### config.mk
export PLATFORM = sky130hd
export DESIGN_NAME = deserializer_flat
export DESIGN_NICKNAME = d
export VERILOG_FILES = /design/src/rtl/deser_if.sv /design/src/rtl/deserializer.sv /design/src/flat_wrapper.sv
export SDC_FILE = /design/constraint.sdc
export NUM_CORES = 1
export LEC_CHECK = 0
export BUFFER_PORTS_ARGS = -buffer_cell sky130_fd_sc_hd__buf_4
export CORE_ASPECT_RATIO = 1.25
export CORE_UTILIZATION = 45
export CTS_CLUSTER_SIZE = 8
export DETAILED_ROUTE_END_ITERATION = 10
export MAX_ROUTING_LAYER = met4
export PLACE_DENSITY = 0.66
export RECOVER_POWER = 50
export SLEW_MARGIN = 20
export SYNTH_ARGS = -nofsm -noshare
export SYNTH_HDL_FRONTEND = slang
export SYNTH_SLANG_ARGS = --single-unit
### constraint.sdc
create_clock -name clk_i -period 1.8 [get_ports clk_i]
set_clock_uncertainty 0.2 [all_clocks]
set_input_delay 0.27 -clock clk_i [delete_from_list [all_inputs] [get_ports clk_i]]
set_output_delay 0.27 -clock clk_i [all_outputs]
set_load 0.02 [all_outputs]
### src/rtl/deser_if.sv
// Serial-in / parallel-out bus for the deserializer: serial bit stream plus
// abort in one direction, assembled word, word strobe and busy flag back.
interface deser_if #(
  parameter int WIDTH = 16
);
  logic             data_i;
  logic             data_val_i;
  logic             abort_i;
  logic [WIDTH-1:0] deser_data_o;
  logic             deser_data_val_o;
  logic             busy_o;

  // Source side: produces the serial stream and consumes the parallel word
  modport master (
    output data_i,
    output data_val_i,
    output abort_i,
    input  deser_data_o,
    input  deser_data_val_o,
    input  busy_o
  );

  // Deserializer side
  modport slave (
    input  data_i,
    input  data_val_i,
    input  abort_i,
    output deser_data_o,
    output deser_data_val_o,
    output busy_o
  );
endinterface

### src/rtl/deserializer.sv
// Collects WIDTH qualified serial bits into one parallel word and presents it
// with a single-cycle valid strobe; a partial word can be dropped with abort.
module deserializer #(
  parameter int WIDTH     = 16,
  parameter bit MSB_FIRST = 1'b1
) (
  input  logic   clk_i,
  input  logic   srst_i,
  deser_if.slave bus
);

  localparam int                CNT_W    = $clog2(WIDTH);
  localparam logic [CNT_W-1:0]  LAST_CNT = CNT_W'(WIDTH - 1);

  generate
    if (WIDTH < 2 || WIDTH > 64) begin : g_bad_width
      $error("deserializer: WIDTH must be within 2..64");
    end
  endgenerate

  logic [CNT_W-1:0] cnt_q;
  logic [CNT_W-1:0] cnt_d;
  logic [WIDTH-1:0] shift_q;
  logic [WIDTH-1:0] shift_d;
  logic [WIDTH-1:0] shifted;
  logic [WIDTH-1:0] data_q;
  logic             data_val_q;
  logic             busy_q;
  logic             accept;
  logic             word_done;

  // Abort wins over a coincident valid bit, so that bit is never accepted
  assign accept    = bus.data_val_i & ~bus.abort_i;
  assign word_done = accept && (cnt_q == LAST_CNT);

  generate
    if (MSB_FIRST) begin : g_msb_first
      assign shifted = {shift_q[WIDTH-2:0], bus.data_i};
    end else begin : g_lsb_first
      assign shifted = {bus.data_i, shift_q[WIDTH-1:1]};
    end
  endgenerate

  always_comb begin
    cnt_d   = cnt_q;
    shift_d = shift_q;
    if (bus.abort_i) begin
      cnt_d   = '0;
      shift_d = '0;
    end else if (accept) begin
      cnt_d   = word_done ? '0 : cnt_q + CNT_W'(1);
      shift_d = shifted;
    end
  end

  // The output word is taken from the shifted value so the last bit is included
  always_ff @(posedge clk_i) begin
    if (srst_i) begin
      cnt_q      <= '0;
      shift_q    <= '0;
      data_q     <= '0;
      data_val_q <= 1'b0;
      busy_q     <= 1'b0;
    end else begin
      cnt_q      <= cnt_d;
      shift_q    <= shift_d;
      data_val_q <= word_done;
      busy_q     <= (cnt_d != '0);
      if (word_done) begin
        data_q <= shifted;
      end
    end
  end

  assign bus.deser_data_o     = data_q;
  assign bus.deser_data_val_o = data_val_q;
  assign bus.busy_o           = busy_q;

endmodule

### src/flat_wrapper.sv
// flat-port wrapper written by rule: the top's interface ports become plain ports
module deserializer_flat 
#(
  parameter int WIDTH     = 16,
  parameter bit MSB_FIRST = 1'b1
)
  (clk_i, srst_i, bus_data_i, bus_data_val_i, bus_abort_i, bus_deser_data_o, bus_deser_data_val_o, bus_busy_o);
  deser_if #(.WIDTH(WIDTH)) bus_i ();
  input  logic clk_i;
  input  logic srst_i;
  input wire logic [$bits(bus_i.data_i)-1:0] bus_data_i;
  input wire logic [$bits(bus_i.data_val_i)-1:0] bus_data_val_i;
  input wire logic [$bits(bus_i.abort_i)-1:0] bus_abort_i;
  output wire logic [$bits(bus_i.deser_data_o)-1:0] bus_deser_data_o;
  output wire logic [$bits(bus_i.deser_data_val_o)-1:0] bus_deser_data_val_o;
  output wire logic [$bits(bus_i.busy_o)-1:0] bus_busy_o;
  assign bus_i.data_i = bus_data_i;
  assign bus_i.data_val_i = bus_data_val_i;
  assign bus_i.abort_i = bus_abort_i;
  assign bus_deser_data_o = bus_i.deser_data_o;
  assign bus_deser_data_val_o = bus_i.deser_data_val_o;
  assign bus_busy_o = bus_i.busy_o;
  deserializer #(.WIDTH(WIDTH), .MSB_FIRST(MSB_FIRST)) u_core (.clk_i(clk_i), .srst_i(srst_i), .bus(bus_i));
endmodule
==> flow_summary_export.csv <==
group,metric,value,unit
logic_synthesis,netlist_area,1441,µm²
detailed_routing,drtIter0Drc,24,
die,die_y,65.28,µm
clocking,cts_hold_buffers,1,
worst_setup_path,crit_type,"reg -> reg",
worst_setup_path,ff2ff_setup_slack,150,ps
timing,max_freq,0.6058,GHz
logic_synthesis,synth_ff_type,"dfxtp_1",
power,power_density,907.2,nW/µm²
logic_synthesis,synth_common_cells,"dfxtp_1 (37), nor2_1 (19), a21oi_1 (18), nand3_1 (17), o21ai_0 (17)",
worst_setup_path,cp_cell_sequence,"ha_1 -> nand4_1 -> buf_4 -> nand2_1 -> o32ai_1",
timing,hold_viol,0,
die,die_w,52.62,µm
die,core,3000,µm²
worst_setup_path,critPathMaxStageDelay,360,ps
logic_synthesis,ys_warn_count,0,
detailed_routing,dr.pass1.iters,4,
global_route,antenna_found_initial,0,
logic_synthesis,async_reset_ff_share,0,%
timing,slew_violations,0,
detailed_routing,antenna_left,0,
clocking,clk_pin_slew,110,ps
worst_setup_path,r2r-end,"u_core.bus.busy_o$_SDFF_PP0_",
clocking,cts_root_buf,"clkbuf_4",
logic_synthesis,synth_seq_area_share,51.39,%
min_path,hp-class,"in -> reg",
global_route,grt.total_usage,21.02,%
worst_setup_path,end_kind,"flop",
global_route,grt_max_degree,22,
detailed_routing,vias,1153,
final_layout,nets,183,
logic_synthesis,synth-edff-count,0,
detailed_routing,routed_wl,2937,µm
logic_synthesis,synth_fp_nets,163,
logic_synthesis,avgSynthCellArea,9.181,µm²
clocking,htreeDepth,2,
clocking,cts_tree,"done",
final_layout,antenna_cells,0,
die,num_rows,22,
worst_setup_path,critical_path_arrival,1690,ps
logic_synthesis,synth_area_leaders,"dfxtp_1 (51%), mux2i_1 (11%), a21oi_1 (6.3%)",
timing,setup_viol,0,
timing,slew_headroom,51.80,%
final_layout,design_area,1644,µm²
power,p_leak,0.6284,nW
clocking,clkSinkCount,37,
detailed_routing,drc,0,
clocking,postCtsSetupRepairBufs,0,
logic_synthesis,synth_top_cell_by_area,"dfxtp_1",
global_route,gr-total-overflow,0,
final_layout,drive_above_1_share,11.24,%
placement,post_dp_cell_area,1615,µm²
power,peakVddDrop,0.8867,mV
logic_synthesis,synthCells,157,
die,die-area,3435,µm²
logic_synthesis,yosysUniqueCellTypes,26,
clocking,clk_latency,330,ps
worst_setup_path,critPathSlowestCell,"dfxtp_1",
placement,globalplace.congestion,0.7244,
detailed_routing,routed_via_density,5.388,
final_layout,syn_to_final_growth,14.06,%
timing,min_period,1651,ps
placement,port_buffers,22,
detailed_routing,wire_per_inst,13.72,µm
logic_synthesis,synth_top_area_share,51.39,%
timing,worstMarginPinSlew,723.0,ps
job,drv_cap,0,
timing,fin_crit_sh,91.71,%
clocking,cts_buffer_depth,2,
die,start_util,48.04,%
logic_synthesis,synth.most_common_cell,"dfxtp_1",
global_route,grt_pass1_vias,1161,
min_path,whs_path_depth,2,
outcome,run_status,"complete, no violations",
min_path,holdPathEnd,"u_core.bus.deser_data_o[4]$_SDFFE_PP0P_",
logic_synthesis,synth_seq_cells,37,
worst_setup_path,startpoint_type,"flop",
placement,hpwl,1975,µm
clocking,cts_resized,0,
timing,fin_setup_tns,0,ps
worst_setup_path,required,1840,ps
worst_setup_path,r2r-start,"u_core.cnt_q[0]$_SDFF_PP0_",
timing,rsz0062_at_grt,"no",
worst_setup_path,reg2reg_depth,5,
clocking,cts_buffers,5,
die,io_pins,23,
min_path,hp-start,"srst_i",
worst_setup_path,crit_fanout,18,
global_route,grt_pass1_wl,5147,µm
==> flip-flops by register name, indices dropped and copies added (netlist names) <==
signal and cells:
u_core.bus.deser_data_o 16, u_core.bus.deser_data_val_o 1, u_core.cnt_q 4, u_core.shift_q 15, u_core.bus.busy_o 1
==> worst max-delay path: cells and delay by family, from the launching register on <==
kind,cells,cell delay (ps)
fa+ha+maj,1,260
compound gates,1,300
buf+inv,1,230
simple gates,2,220
flops,1,360
==> layer usage <==
metal	GRT usage (%)	wire length, µm
met5	-	0
met4	6.908	12
met2	35.76	1484
met1	23.41	1350
met3	5.556	89
==> how the worst max path moves through the flow <==
stage	start	endpoint	slack (ps)
floorplan	u_core.cnt_q[1]$_SDFF_PP0_	u_core.bus.deser_data_o[10]$_SDFFE_PP0P_	240
global placement	u_core.cnt_q[0]$_SDFF_PP0_	u_core.bus.busy_o$_SDFF_PP0_	190
detailed placement	u_core.cnt_q[1]$_SDFF_PP0_	u_core.bus.busy_o$_SDFF_PP0_	170
CTS	u_core.cnt_q[1]$_SDFF_PP0_	u_core.bus.busy_o$_SDFF_PP0_	150
global route	u_core.cnt_q[1]$_SDFF_PP0_	u_core.bus.deser_data_o[2]$_SDFFE_PP0P_	6
finish	u_core.cnt_q[0]$_SDFF_PP0_	u_core.bus.busy_o$_SDFF_PP0_	150
==> cell families (layout without fill, tap and decap cells) <==
kind of cell	count (synthesis)	count (layout)	share of synthesized area (%)
compound gates	38	38	13.80
mux	16	16	11.11
fa+ha+maj	1	1	0.8679
xor+xnor	3	3	1.823
flops	37	37	51.39
simple gates	47	47	15.28
buf+inv	15	36	5.729
==> cell type report <==
| class | count | area (µm²) |
|---|---|---|
| inverters | 1 | 3.754 |
| clock inverters | 1 | 30.03 |
| well taps | 36 | 45.04 |
| repair buffers | 27 | 151.4 |
| multi-input cells | 105 | 618.1 |
| fillers | 291 | 1356 |
| clock buffers | 7 | 55.05 |
| flip-flops and latches | 37 | 740.7 |
==> where the power goes <==
part	internal, mW	total (mW)	switching [mW]
registers	0.822	0.826	0.00310
logic	0.0228	0.0687	0.0459
clock network	0.332	0.597	0.265
==> stage by stage <==
| stage | util, % | total power [mW] | std cells | worst slack (ps) | hold WS, ps |
|---|---|---|---|---|---|
| 2_1_floorplan | - | 0.8974 | 157 | 243.0 | 217.2 |
| 3_3_place_gp | 53.84 | 0.9178 | 205 | 190.7 | 261.4 |
| 3_5_place_dp | 53.84 | 0.9196 | 205 | 172.5 | 267.3 |
| 4_1_cts | 57.01 | 1.511 | 214 | 150.2 | 32.03 |
| 5_1_grt | 54.80 | 1.546 | 214 | 5.873 | 41.21 |
| 6_report | 54.80 | 1.492 | 214 | 149.2 | 54.26 |
==> cells in the final DEF (no fill, tap or decap), types with 2 or more instances in the layout <==
cell type	n
o21ai_0	17
clkbuf_1	14
xor2_1	2
dfxtp_1	37
buf_4	11
clkbuf_4	5
nand3_1	17
nand2_1	3
nor2_1	19
mux2i_1	16
clkbuf_2	2
nor3_1	2
a21oi_1	18
No activity file was read; power rests on OpenSTA's default activity.
